===== src/rtl/cpu_sequencer.sv =====
// rtl/cpu_sequencer.sv - fetch/decode/execute sequencer for an 8-bit accumulator CPU
//
// Purpose: steps instructions through IDLE, FETCH, DECODE, OPER, EXEC and HALT.
// It issues memory reads at the externally held program counter, latches the
// opcode and operand, and strobes the PC and accumulator controls.
//
// Ports:
//   clk, rst          clock; asynchronous active-high reset
//   run               1 = keep executing, 0 = stop at the next instruction boundary
//   pc_value          current program counter (owned outside this block)
//   mem_rdata/mem_ack read data and its completion strobe
//   alu_zero          accumulator-zero flag, used by JZ
//   mem_req/mem_addr  read request and address (only in FETCH/OPER)
//   pc_inc/pc_load    one-cycle PC strobes; pc_dat is the load value
//   ir/operand        instruction and operand registers
//   acc_we/alu_op     one-cycle accumulator write and ALU select
//   halted            high in HALT
//   mem_err           read timeout flag (only when SEQ_TIMEOUT_EN is defined)
//
// Build option: SEQ_TIMEOUT_EN adds a 15-cycle read timeout that halts with mem_err.

module cpu_sequencer (
    input  logic       clk,
    input  logic       rst,
    input  logic       run,
    input  logic [7:0] pc_value,
    input  logic [7:0] mem_rdata,
    input  logic       mem_ack,
    input  logic       alu_zero,
    output logic       mem_req,
    output logic [7:0] mem_addr,
    output logic       pc_inc,
    output logic       pc_load,
    output logic [7:0] pc_dat,
    output logic [7:0] ir,
    output logic [7:0] operand,
    output logic       acc_we,
    output logic [1:0] alu_op,
    output logic       halted
`ifdef SEQ_TIMEOUT_EN
    ,
    output logic       mem_err
`endif
);

    typedef enum logic [2:0] {
        S_IDLE   = 3'd0,
        S_FETCH  = 3'd1,
        S_DECODE = 3'd2,
        S_OPER   = 3'd3,
        S_EXEC   = 3'd4,
        S_HALT   = 3'd5
    } state_t;

    localparam logic [3:0] OP_ADD = 4'h1;
    localparam logic [3:0] OP_SUB = 4'h2;
    localparam logic [3:0] OP_LDI = 4'h3;
    localparam logic [3:0] OP_JMP = 4'h4;
    localparam logic [3:0] OP_JZ  = 4'h5;
    localparam logic [3:0] OP_HLT = 4'hF;

    state_t     state_q, state_d;
    logic [7:0] ir_q, ir_d;
    logic [7:0] operand_q, operand_d;
    logic [3:0] opcode;

`ifdef SEQ_TIMEOUT_EN
    logic [3:0] wait_cnt_q, wait_cnt_d;
    logic       mem_err_q, mem_err_d;
`endif

    assign opcode = ir_q[7:4];

    always_ff @(posedge clk or posedge rst) begin
        if (rst) begin
            state_q    <= S_IDLE;
            ir_q       <= 8'h00;
            operand_q  <= 8'h00;
`ifdef SEQ_TIMEOUT_EN
            wait_cnt_q <= 4'd0;
            mem_err_q  <= 1'b0;
`endif
        end else begin
            state_q    <= state_d;
            ir_q       <= ir_d;
            operand_q  <= operand_d;
`ifdef SEQ_TIMEOUT_EN
            wait_cnt_q <= wait_cnt_d;
            mem_err_q  <= mem_err_d;
`endif
        end
    end

    // All strobes are decoded from the registered state, so an asynchronous
    // reset (state forced to IDLE) drops them, including mem_req, immediately.
    always_comb begin
        state_d   = state_q;
        ir_d      = ir_q;
        operand_d = operand_q;
        mem_req   = 1'b0;
        mem_addr  = 8'h00;
        pc_inc    = 1'b0;
        pc_load   = 1'b0;
        pc_dat    = 8'h00;
        acc_we    = 1'b0;
        alu_op    = 2'b00;
`ifdef SEQ_TIMEOUT_EN
        // Counter stays zero outside a wait, so every entry to FETCH/OPER starts fresh.
        wait_cnt_d = 4'd0;
        mem_err_d  = mem_err_q;
`endif

        case (state_q)
            S_IDLE: begin
                if (run) state_d = S_FETCH;
            end

            S_FETCH, S_OPER: begin
                mem_req  = 1'b1;
                mem_addr = pc_value;
                if (mem_ack) begin
                    pc_inc = 1'b1;
                    if (state_q == S_FETCH) begin
                        ir_d    = mem_rdata;
                        state_d = S_DECODE;
                    end else begin
                        operand_d = mem_rdata;
                        state_d   = S_EXEC;
                    end
                end
`ifdef SEQ_TIMEOUT_EN
                // wait_cnt_q counts earlier unanswered cycles; this is the 15th.
                else if (wait_cnt_q == 4'd14) begin
                    state_d   = S_HALT;
                    mem_err_d = 1'b1;
                end else begin
                    wait_cnt_d = wait_cnt_q + 4'd1;
                end
`endif
            end

            S_DECODE: begin
                if (opcode >= OP_ADD && opcode <= OP_JZ) state_d = S_OPER;
                else                                     state_d = S_EXEC;
            end

            S_EXEC: begin
                case (opcode)
                    OP_ADD: begin acc_we = 1'b1; alu_op = 2'b01; end
                    OP_SUB: begin acc_we = 1'b1; alu_op = 2'b10; end
                    OP_LDI: begin acc_we = 1'b1; alu_op = 2'b00; end
                    OP_JMP: begin pc_load = 1'b1; pc_dat = operand_q; end
                    OP_JZ: begin
                        if (alu_zero) begin
                            pc_load = 1'b1;
                            pc_dat  = operand_q;
                        end
                    end
                    default: ;
                endcase
                // run is only consulted here, so a mid-instruction stop completes the instruction.
                if (opcode == OP_HLT) state_d = S_HALT;
                else if (run)         state_d = S_FETCH;
                else                  state_d = S_IDLE;
            end

            S_HALT: ;

            default: state_d = S_IDLE;
        endcase
    end

    assign ir      = ir_q;
    assign operand = operand_q;
    assign halted  = (state_q == S_HALT);
`ifdef SEQ_TIMEOUT_EN
    assign mem_err = mem_err_q;
`endif

endmodule


===== config.mk =====
export PLATFORM = sky130hd
export DESIGN_NAME = cpu_sequencer
export DESIGN_NICKNAME = d
export VERILOG_FILES = /design/src/rtl/cpu_sequencer.sv
export SDC_FILE = /design/constraint.sdc
export NUM_CORES = 1
export LEC_CHECK = 0
export CORE_MARGIN = 3
export CORE_UTILIZATION = 39
export DETAILED_ROUTE_END_ITERATION = 10
export PLACE_DENSITY_LB_ADDON = 0.2
export SETUP_SLACK_MARGIN = 0.1
export SYNTH_ARGS = -nofsm -noshare
export SYNTH_HDL_FRONTEND = slang
export SYNTH_SLANG_ARGS = --single-unit

===== constraint.sdc =====
create_clock -name clk -period 2.4 [get_ports clk]
set_input_delay 0.24 -clock clk [delete_from_list [all_inputs] [get_ports clk]]
set_output_delay 0.24 -clock clk [all_outputs]
set_load 0.005 [all_outputs]

=== Yosys cells after proc, flatten, opt, wreduce, memory -nomap -nowiden ===
Cells that the tools add are included.
Widths: inputs -> output; s select.

* Flip-flop bits (word level): 19
* Input port bits: 21
* Output and inout port bits: 39
* Word-level logic and storage cells: 48

* Order comparisons: 2
* Equal/unequal tests: 13
* Mux-type cells: 21
* Bitwise operators: 2
* Reductions and logical operators: 7

{| class="wikitable"
|+ Operator list
! kind !! number
|-
| $mux 8 || 3
|-
| $pmux 8 s2 || 1
|-
| $mux 3 || 5
|-
| $pmux 3 s5 || 1
|-
| $reduce_and 3->1 || 3
|-
| $eq 4x2->1 const B || 2
|-
| $eq 4x3->1 const B || 2
|-
| $mux 1 || 8
|-
| $eq 3x2->1 const B || 2
|-
| $eq 3x3->1 const B || 2
|-
| $eq 4x1->1 const B || 1
|-
| $eq 4x4->1 const B || 1
|-
| $ge 4x1->1 const B || 1
|-
| $le 4x3->1 const B || 1
|-
| $ne 2x2->1 const B || 2
|-
| $pmux 2 s2 || 1
|-
| $eq 3x1->1 const B || 1
|-
| $logic_not 3->1 || 1
|-
| $reduce_or 3->1 || 1
|-
| $mux 2 || 1
|-
| $not 1->1 || 2
|-
| $pmux 1 s2 || 1
|-
| $reduce_or 2->1 || 1
|-
| $logic_and 1x1->1 || 1
|}

=== Longest topological paths before layout ===
Gate-level depths: netlist (run 1).

* Depth after elaboration: 4
* Mapped depth: 4
* Gate-level depth less buffers: 3

=== Worst setup path before layout (run 1) ===
No wires, ideal clock.

* Path kind: reg2out
* Start: register state_q[1]
* End: output pc_dat[0]
* Arrival: 1515 ps
* Data required time: 2160 ps
* Path slack: 645 ps
* Cell stages (with the launch flop): 4
* Buffers on the path: 0
* Cells stage by stage: dfrtp_1 > or4b_4 > nor4b_4 > and2_1

* Longest elaborated chain between the ends: 2

{| class="wikitable"
|+ RTL lines
! element !! RTL line !! text
|-
| start: declaration || 62 || <nowiki>state_t state_q, state_d;</nowiki>
|-
| start signal: assignment || 84 || <nowiki>state_q <= state_d;</nowiki>
|-
| $eq 3x3->1 || 113 || <nowiki>case (state_q)</nowiki>
|-
| $mux 8 || 113 ||
|-
| end: declaration || 34 || <nowiki>output logic [7:0] pc_dat,</nowiki>
|}

No other way between the ends.

=== Final worst setup path (run 1) ===
* Start: register ir_q[7], in the netlist ir[7]
* End: output pc_dat[2]

* Longest elaborated chain between the ends: 3
* Elaborated cells on any way between the ends: 4
* Those cells by class: eq/ne (2); mux (2)

{| class="wikitable"
|+ RTL lines
! element !! RTL line !! text
|-
| start: declaration || 63 || <nowiki>logic [7:0] ir_q, ir_d;</nowiki>
|-
| start signal: assignment || 85 || <nowiki>ir_q <= ir_d;</nowiki>
|-
| $eq 4x3->1 || 148 || <nowiki>case (opcode)</nowiki>
|-
| $pmux 8 s2 (*) || 148 ||
|-
| $mux 8 (*) || 113 ||
|}

Every way passes the cells marked *; elsewhere a longest branch is shown, timed or not.

==> metrics.log, run 1 <==
INFO  metric outcome = finished clean
INFO  metric fp.dieArea = between 0.003 and 0.004 sq mm
INFO  metric critPathLaunch = ir[7]
INFO  metric total_i_o_pin_count = 60
INFO  metric share_clk_of_total_power = 0.102
INFO  metric vias_per_cell = 4.91
INFO  metric synth.cell_area = a little under 0.001 sq mm
INFO  metric grt_pass1_wl = 4440 microns
INFO  metric power_density = a little under 1000 mW/mm^2
INFO  metric layoutNonFillerInstCount = 181
INFO  metric multi_input_area = between 400 and 500 sq um
INFO  metric track_usage = 0.181
INFO  metric design.final.nets = between 150 and 200
INFO  metric final.min_clock_period = roughly 2.4 ns
INFO  metric r2r_end = ir[1]
INFO  metric route.final.wire_length = around 2700 microns
INFO  metric asyncSetResetFlopFracSynth = 1.00
INFO  metric via_count = roughly 890
INFO  metric routedWlPerCell = 14.7 microns
INFO  metric antennaDiodeCount = 0
INFO  metric first_iter_violations = 10
INFO  metric clock_tree_from_tritoncts = done
INFO  metric grt_max_degree = 20
INFO  metric cp_data_arrival_time = 2.11 ns
INFO  metric routabilityCongestion = 0.769
INFO  metric areaGrowthSynthToFinish = 79.1%
INFO  metric netlist_instances = between 80 and 90
INFO  metric timing_hold_violations_final = 0
INFO  metric p_seq_frac = 0.360
INFO  metric cts.path.max_buffers = 2
INFO  metric crit_end = pc_dat[2]
INFO  metric fraction_of_final_layout_cells_with_drive_strength_greater_than_1 = 0.333
INFO  metric crit_path_start_kind = register
INFO  metric synthMostInstantiatedCell = sky130_fd_sc_hd__dfrtp_1
INFO  metric highest_clock_rate = approximately 0.42 GHz
INFO  metric clock_tree.root_cell = sky130_fd_sc_hd__clkbuf_4
INFO  metric end_kind = primary output
INFO  metric worst_reg2reg_path_length_in_cells = 4
INFO  metric drt_pass1_iterations = 4
INFO  metric hold-worst-slack = 0.325 ns
INFO  metric p_leak = ~0.75 nW
INFO  metric h-tree-depth = 1
INFO  metric synth-edff-count = 0
INFO  metric min-delay-path-class = in2async
INFO  metric worst_ep_required_time = around 2.2 ns
INFO  metric fp.dieH = approximately 56 microns
INFO  metric route.detailed.drc = 0
INFO  metric switch_pwr = approximately 0.55 mW
INFO  metric int_pwr = 1.17 mW
INFO  metric placement_rows = 17
INFO  metric placed_cells = ~170
INFO  metric design_power_total = 1.72 mW
INFO  metric part_of_the_cycle_the_worst_path_needs = 0.981
INFO  metric synth_top_flop_cell = sky130_fd_sc_hd__dfrtp_1
INFO  metric worst-slew-pin-transition = approximately 0.7 ns
INFO  metric synth_largest_type_area_fraction = 0.494
INFO  metric postSynthNetCount = slightly above 100
INFO  metric combPwrFrac = 0.538
INFO  metric grt_setup_unrepaired = yes
INFO  metric grt_antenna_before_repair = 0
INFO  metric count_of_input_and_output_buffers = 59
INFO  metric synth-seq-area-share = 0.494
INFO  metric layout.area.seq = roughly 480 sq um
INFO  metric n_fill_cell = 158
INFO  metric number_of_max_capacitance_violations_reported = 0
INFO  metric post-place-ws = between 0.1 and 0.15 ns
INFO  metric synth_area_leader_cell = sky130_fd_sc_hd__dfrtp_1
INFO  metric worst-path-max-fanout = 4
INFO  metric r2r-start = state_q[0]
INFO  metric post_synth.cell_area_avg = around 12 sq um
INFO  metric overflow = 0
INFO  metric clock_latency = ~0.31 ns
INFO  metric postSynthRegisterBits = 19
INFO  metric netSwitchingFraction = 0.320
INFO  metric synth-warning-count = 0
INFO  metric fin_skew = 0.00161 ns
INFO  metric clk_transition_reported_paths = ~0.11 ns
INFO  metric core = 0.00228 sq mm
INFO  metric reg2reg_slack = approximately 0.60 ns
INFO  metric post-route-worst-setup-slack = between 0.04 and 0.05 ns
INFO  metric grt_pass1_vias = around 900
INFO  metric yosys.cell_types.count = 21
INFO  metric initial_utilization = 0.423
INFO  metric setup_violating_endpoint_count_in_the_final_report = 0
INFO  metric die_x = around 56 microns
INFO  metric synth.top_cells.by_count = sky130_fd_sc_hd__dfrtp_1 (19), sky130_fd_sc_hd__and2_1 (17), sky130_fd_sc_hd__mux2_2 (16)
INFO  metric tritoncts.num_buffers = 3
INFO  metric max_slew_margin = 0.524
INFO  metric leading_post_synthesis_cells_by_cell_area = sky130_fd_sc_hd__dfrtp_1 (49%), sky130_fd_sc_hd__mux2_2 (19%), sky130_fd_sc_hd__and2_1 (11%), sky130_fd_sc_hd__nor4b_4 (2.5%), sky130_fd_sc_hd__a211oi_1 (2.3%)
INFO  metric timing_max_transition_violations_final = 0
INFO  metric drt.antenna.violating_nets = 0
INFO  metric criticalPathCategory = reg2out
INFO  metric cts.sink_count = 19
INFO  metric worst_ir_drop_vdd = slightly below 0.7 mV
==> placed cells by master, fill, tap and decap left out, types with 2 or more instances in the layout <==
master	n
sky130_fd_sc_hd__mux2_2	16
sky130_fd_sc_hd__buf_2	2
sky130_fd_sc_hd__nor2b_1	2
sky130_fd_sc_hd__and2_4	5
sky130_fd_sc_hd__buf_4	4
sky130_fd_sc_hd__a211oi_1	3
sky130_fd_sc_hd__dlygate4sd2_1	3
sky130_fd_sc_hd__and2_1	12
sky130_fd_sc_hd__inv_1	2
sky130_fd_sc_hd__clkdlybuf4s50_1	47
sky130_fd_sc_hd__nand2b_1	2
sky130_fd_sc_hd__dfrtp_1	18
sky130_fd_sc_hd__clkbuf_4	3
sky130_fd_sc_hd__o21bai_1	2
sky130_fd_sc_hd__nor2_1	4
sky130_fd_sc_hd__clkbuf_2	2
sky130_fd_sc_hd__buf_6	12
==> how the worst min path moves through the flow <==
| stage | start | end | slack (ns) | cells after the start |
|---|---|---|---|---|
| 3_3_place_gp | ir[3] | ir[3] | 0.49 | 1 |
| 2_1_floorplan | rst | ir[0] | 0.19 | 1 |
| 3_5_place_dp | ir[1] | ir[1] | 0.49 | 1 |
| 5_1_grt | rst | ir[2] | 0.37 | 2 |
| 4_1_cts | rst | operand[2] | 0.35 | 2 |
| 6_report | rst | ir[6] | 0.32 | 2 |
==> registers in the layout (all words and copies together), names as in the netlist <==
register,count
ir,8
state_q,3
operand,8
==> power by group through the flow <==
| stage | clock, mW | sequential, mW | combinational [mW] |
|---|---|---|---|
| detailed placement | 0 | 0.622 | 0.902 |
| finish | 0.175 | 0.618 | 0.922 |
| global route | 0.197 | 0.646 | 1.00 |
| floorplan | 0 | 0.620 | 0.359 |
| CTS | 0.178 | 0.611 | 0.927 |
| global placement | 0 | 0.608 | 0.884 |
==> cells by family after synthesis <==
group / Yosys count / synth area share
buffers and inverters: 4 / 0.0169
AOI/OAI and AO/OA: 7 / 0.0532
and+or+nand+nor: 35 / 0.249
muxes: 16 / 0.187
DFF: 19 / 0.494
==> metrics by stage <==
step	instance area [sq um]	setup TNS [ns]	util
after global placement	1600	0	0.704
after detailed placement	1600	0	0.704
after global routing	1730	-0.0178	0.758
after CTS	1660	0	0.728
final	1730	0	0.758
after floorplan	963	0	-
==> what timing repair did <==
action                                  4_1_cts  5_1_grt
endpoints found under the hold margin         0        0
setup buffers                                 6        1
endpoints found under the setup margin       13       10
resized for setup                            34       24
pin swaps                                     2        1
hold buffers                                  0        0
cloned                                        1        0
==> routing by layer <==
layer | GRT usage | up-vias | wire length, microns
li1 | - | 429 | -
met1 | 0.211 | 425 | 1060
met2 | 0.321 | 29 | 1370
met3 | 0.0557 | 5 | 181
met5 | 0 | - | 0
met4 | 0.0417 | 0 | 55
==> final cells by class <==
cell class,instances,share of cell area
sequential,19,0.276
multi-input combinational,58,0.286
tap,28,0.0203
inverter,2,0.00435
timing repair buffer,70,0.395
clock inverter,1,0.00435
clock buffer,3,0.0131
==> worst max-delay path: stages (launching register included) <==
cell and delay, ns:
sky130_fd_sc_hd__dfrtp_1 0.40, sky130_fd_sc_hd__or4b_4 0.56, sky130_fd_sc_hd__nor4b_4 0.29, sky130_fd_sc_hd__buf_6 0.16
sky130_fd_sc_hd__buf_6 0.09, sky130_fd_sc_hd__buf_6 0.09, sky130_fd_sc_hd__and2_4 0.13, sky130_fd_sc_hd__buf_6 0.08
Power figures use the tool's default switching activity.
==> run 2: changes to the inputs <==
--- a/config.mk
+++ b/config.mk
@@ -5,7 +5,7 @@
 export SDC_FILE = /design/constraint.sdc
 export NUM_CORES = 1
 export LEC_CHECK = 0
-export CORE_MARGIN = 3
+export CORE_MARGIN = 1.5
 export CORE_UTILIZATION = 39
 export DETAILED_ROUTE_END_ITERATION = 10
 export PLACE_DENSITY_LB_ADDON = 0.2
==> metrics.log, run 2 (synthesized netlist as in run 1, its figures left out) <==
INFO  metric cp_num_buf_inv = 4 (unchanged)
INFO  metric clock_latency = 0.30 ns (was 0.31 ns)
INFO  metric cts.sink_count = 19 (unchanged)
INFO  metric route.final.wire_length = 2680 microns (was 2660 microns)
INFO  metric placement_rows = 17 (unchanged)
INFO  metric cts.path.max_buffers = 2 (unchanged)
INFO  metric areaGrowthSynthToFinish = 77.8% (was 79.1%)
INFO  metric vias_per_cell = 4.84 (was 4.91)
INFO  metric worst_path_most_repeated_cell = sky130_fd_sc_hd__buf_6 (unchanged)
INFO  metric highest_clock_rate = 0.429 GHz (was 0.425 GHz)
INFO  metric clock_tree_from_tritoncts = done (unchanged)
INFO  metric grt_max_degree = 20 (unchanged)
INFO  metric r2r_end = ir[7] (was ir[1])
INFO  metric part_of_the_cycle_the_worst_path_needs = 0.971 (was 0.981)
INFO  metric fp.dieArea = 0.00278 sq mm (was 0.00310 sq mm)
INFO  metric dpl.hpwl = between 1500 and 2000 microns
INFO  metric worst_ir_drop_vdd = 0.634 mV (was 0.686 mV)
INFO  metric layout.cells.most_common_list = sky130_fd_sc_hd__clkdlybuf4s50_1 (47), sky130_fd_sc_hd__dfrtp_1 (19), sky130_fd_sc_hd__mux2_2 (16), sky130_fd_sc_hd__and2_1 (12), sky130_fd_sc_hd__buf_6 (10) (was sky130_fd_sc_hd__clkdlybuf4s50_1 (47), sky130_fd_sc_hd__dfrtp_1 (18), sky130_fd_sc_hd__mux2_2 (16), sky130_fd_sc_hd__and2_1 (12), sky130_fd_sc_hd__buf_6 (12))
INFO  metric r2r-start = state_q[0] (unchanged)
INFO  metric grt_setup_unrepaired = yes (unchanged)
INFO  metric final_core_util = 0.753 (was 0.758)
INFO  metric design.final.nets = 175 (unchanged)
INFO  metric via_count = 876 (was 888)
INFO  metric drt_pass1_iterations = 4 (unchanged)
INFO  metric end_kind = primary output (unchanged)
INFO  metric initial_utilization = 0.423 (unchanged)
INFO  metric number_of_max_capacitance_violations_reported = 0 (unchanged)
INFO  metric clock_tree.root_cell = sky130_fd_sc_hd__clkbuf_4 (unchanged)
INFO  metric cts-hold-fix-buffers = 0 (unchanged)
INFO  metric setup_violating_endpoint_count_in_the_final_report = 0 (unchanged)
INFO  metric p_leak = 0.753 nW (was 0.751 nW)
INFO  metric worst-path-max-fanout = 3 (was 4)
INFO  metric min-delay-path-class = in2async (unchanged)
INFO  metric drt.antenna.violating_nets = 0 (unchanged)
INFO  metric final.min_clock_period = 2.33 ns (was 2.35 ns)
INFO  metric crit_path_max_incr_delay = 0.56 ns (about the same)
INFO  metric crit_path_start_kind = register (unchanged)
INFO  metric first_iter_violations = 7 (was 10)
INFO  metric worst_ep_required_time = 2.16 ns (about the same)
INFO  metric worst-slew-pin-transition = 0.743 ns (was 0.713 ns)
INFO  metric power_density = 1000 mW/mm^2 (was 994 mW/mm^2)
INFO  metric track_usage = 0.201 (was 0.181)
INFO  metric fin_skew = 0.00947 ns (was 0.00161 ns)
INFO  metric cp_max_delay_cell = sky130_fd_sc_hd__or4b_4 (unchanged)
INFO  metric core = 0.00228 sq mm (unchanged)
INFO  metric h-tree-depth = 1 (unchanged)
INFO  metric count_of_input_and_output_buffers = 59 (unchanged)
INFO  metric tritoncts.num_buffers = 3 (unchanged)
INFO  metric overflow = 0 (unchanged)
INFO  metric worst_reg2reg_path_length_in_cells = 4 (unchanged)
INFO  metric timing_max_transition_violations_final = 0 (unchanged)
INFO  metric post-place-ws = 0.0722 ns (was 0.109 ns)
INFO  metric antennaDiodeCount = 0 (unchanged)
INFO  metric route.detailed.drc = 0 (unchanged)
INFO  metric total_i_o_pin_count = 60 (unchanged)
INFO  metric post-route-worst-setup-slack = 0.0695 ns (was 0.0450 ns)
INFO  metric hold-worst-slack = 0.347 ns (was 0.325 ns)
INFO  metric timing_hold_violations_final = 0 (unchanged)
INFO  metric grt_pass1_vias = 864 (was 883)
INFO  metric grt_antenna_before_repair = 0 (unchanged)
INFO  metric n_fill_cell = 165 (was 158)
INFO  metric criticalPathCategory = reg2out (unchanged)
INFO  metric max_slew_margin = 0.504 (was 0.524)
INFO  metric fp.dieH = 52.7 microns (was 55.7 microns)
INFO  metric mostFrequentLayoutCell = sky130_fd_sc_hd__clkdlybuf4s50_1 (unchanged)
INFO  metric routedWlPerCell = 14.8 microns (was 14.7 microns)
INFO  metric cell_chain_critical_path = or4b_4 -> nor4b_4 -> buf_4 -> buf_6 -> buf_6 -> and2_4 -> buf_6 (was or4b_4 -> nor4b_4 -> buf_6 -> buf_6 -> buf_6 -> and2_4 -> buf_6)
INFO  metric grt_pass1_wl = 4060 microns (was 4440 microns)
INFO  metric crit_family = simple AND/OR/NAND/NOR gates (unchanged)
INFO  metric clk_transition_reported_paths = 0.12 ns (was 0.11 ns)
INFO  metric routabilityCongestion = 0.767 (was 0.769)
INFO  metric die_x = 52.7 microns (was 55.7 microns)
INFO  metric design_power_total = 1.72 mW (about the same)
INFO  metric fraction_of_final_layout_cells_with_drive_strength_greater_than_1 = 0.320 (was 0.333)
INFO  metric outcome = finished clean (unchanged)
INFO  metric reg2reg_slack = 0.56 ns (was 0.60 ns)
INFO  metric cp_data_arrival_time = 2.09 ns (was 2.11 ns)
run 2: cell types whose count changed in the layout (fill, tap and decap cells not counted):
cell	delta
sky130_fd_sc_hd__buf_4	+2
sky130_fd_sc_hd__clkinvlp_4	-1
sky130_fd_sc_hd__clkbuf_1	+1
sky130_fd_sc_hd__buf_2	+1
sky130_fd_sc_hd__clkbuf_2	-1
sky130_fd_sc_hd__buf_6	-2
sky130_fd_sc_hd__dfrtp_1	+1
sky130_fd_sc_hd__dfrtp_2	-1
run 2: worst max path at each step:
| stage | start | endpoint | slack (ns) | cells past startpoint |
|---|---|---|---|---|
| floorplan | state_q[1] | pc_dat[0] | 0.64 | 3 |
| CTS | ir[7] | pc_dat[2] | 0.04 | 7 |
| global route | state_q[2] | pc_dat[2] | -0.02 | 7 |
| global placement | state_q[1] | pc_dat[7] | 0.13 | 5 |
| detailed placement | state_q[1] | pc_dat[7] | 0.07 | 5 |
| finish | ir[7] | pc_dat[2] | 0.07 | 7 |
run 2: through the flow:
| step | setup TNS, ns | area, sq um | std cells |
|---|---|---|---|
| after floorplan | 0 | 963 | 81 |
| after global placement | 0 | 1600 | 169 |
| after detailed placement | 0 | 1600 | 169 |
| after CTS | 0 | 1660 | 181 |
| after global routing | -0.0329 | 1710 | 181 |
| final | 0 | 1710 | 181 |
run 2: layer usage:
metal | global-route usage | share of wire | up-vias
met1 | 0.264 | 0.40 | 421
met3 | 0.0429 | 0.053 | 0
met5 | 0 | 0 | -
met2 | 0.340 | 0.55 | 30
met4 | 0.0385 | 0 | 0
li1 | - | - | 425
run 2: repair_timing:
| item | CTS | global route |
|---|---|---|
| resized for setup | 38 | 18 |
| endpoints found under the setup margin | 12 | 17 |
| cloned | 1 | 0 |
| buffers inserted | 7 | 1 |
| hold endpoints to repair | 0 | 0 |
| pin swaps | 4 | 0 |
run 2: layout make-up:
| cell class | instances | area [sq um] | share of cell area |
|---|---|---|---|
| clock buffer | 4 | 26.3 | 0.0153 |
| inverter | 2 | 7.51 | 0.00438 |
| multi-input combinational | 58 | 494 | 0.289 |
| sequential | 19 | 475 | 0.278 |
| tap | 28 | 35.0 | 0.0205 |
| timing repair buffer | 70 | 674 | 0.394 |
run 2: where the power goes:
| group | total (mW) | internal [mW] | switching (mW) |
|---|---|---|---|
| Combinational | 0.926 | 0.623 | 0.303 |
| Sequential | 0.620 | 0.477 | 0.143 |
| Clock | 0.170 | 0.0648 | 0.105 |
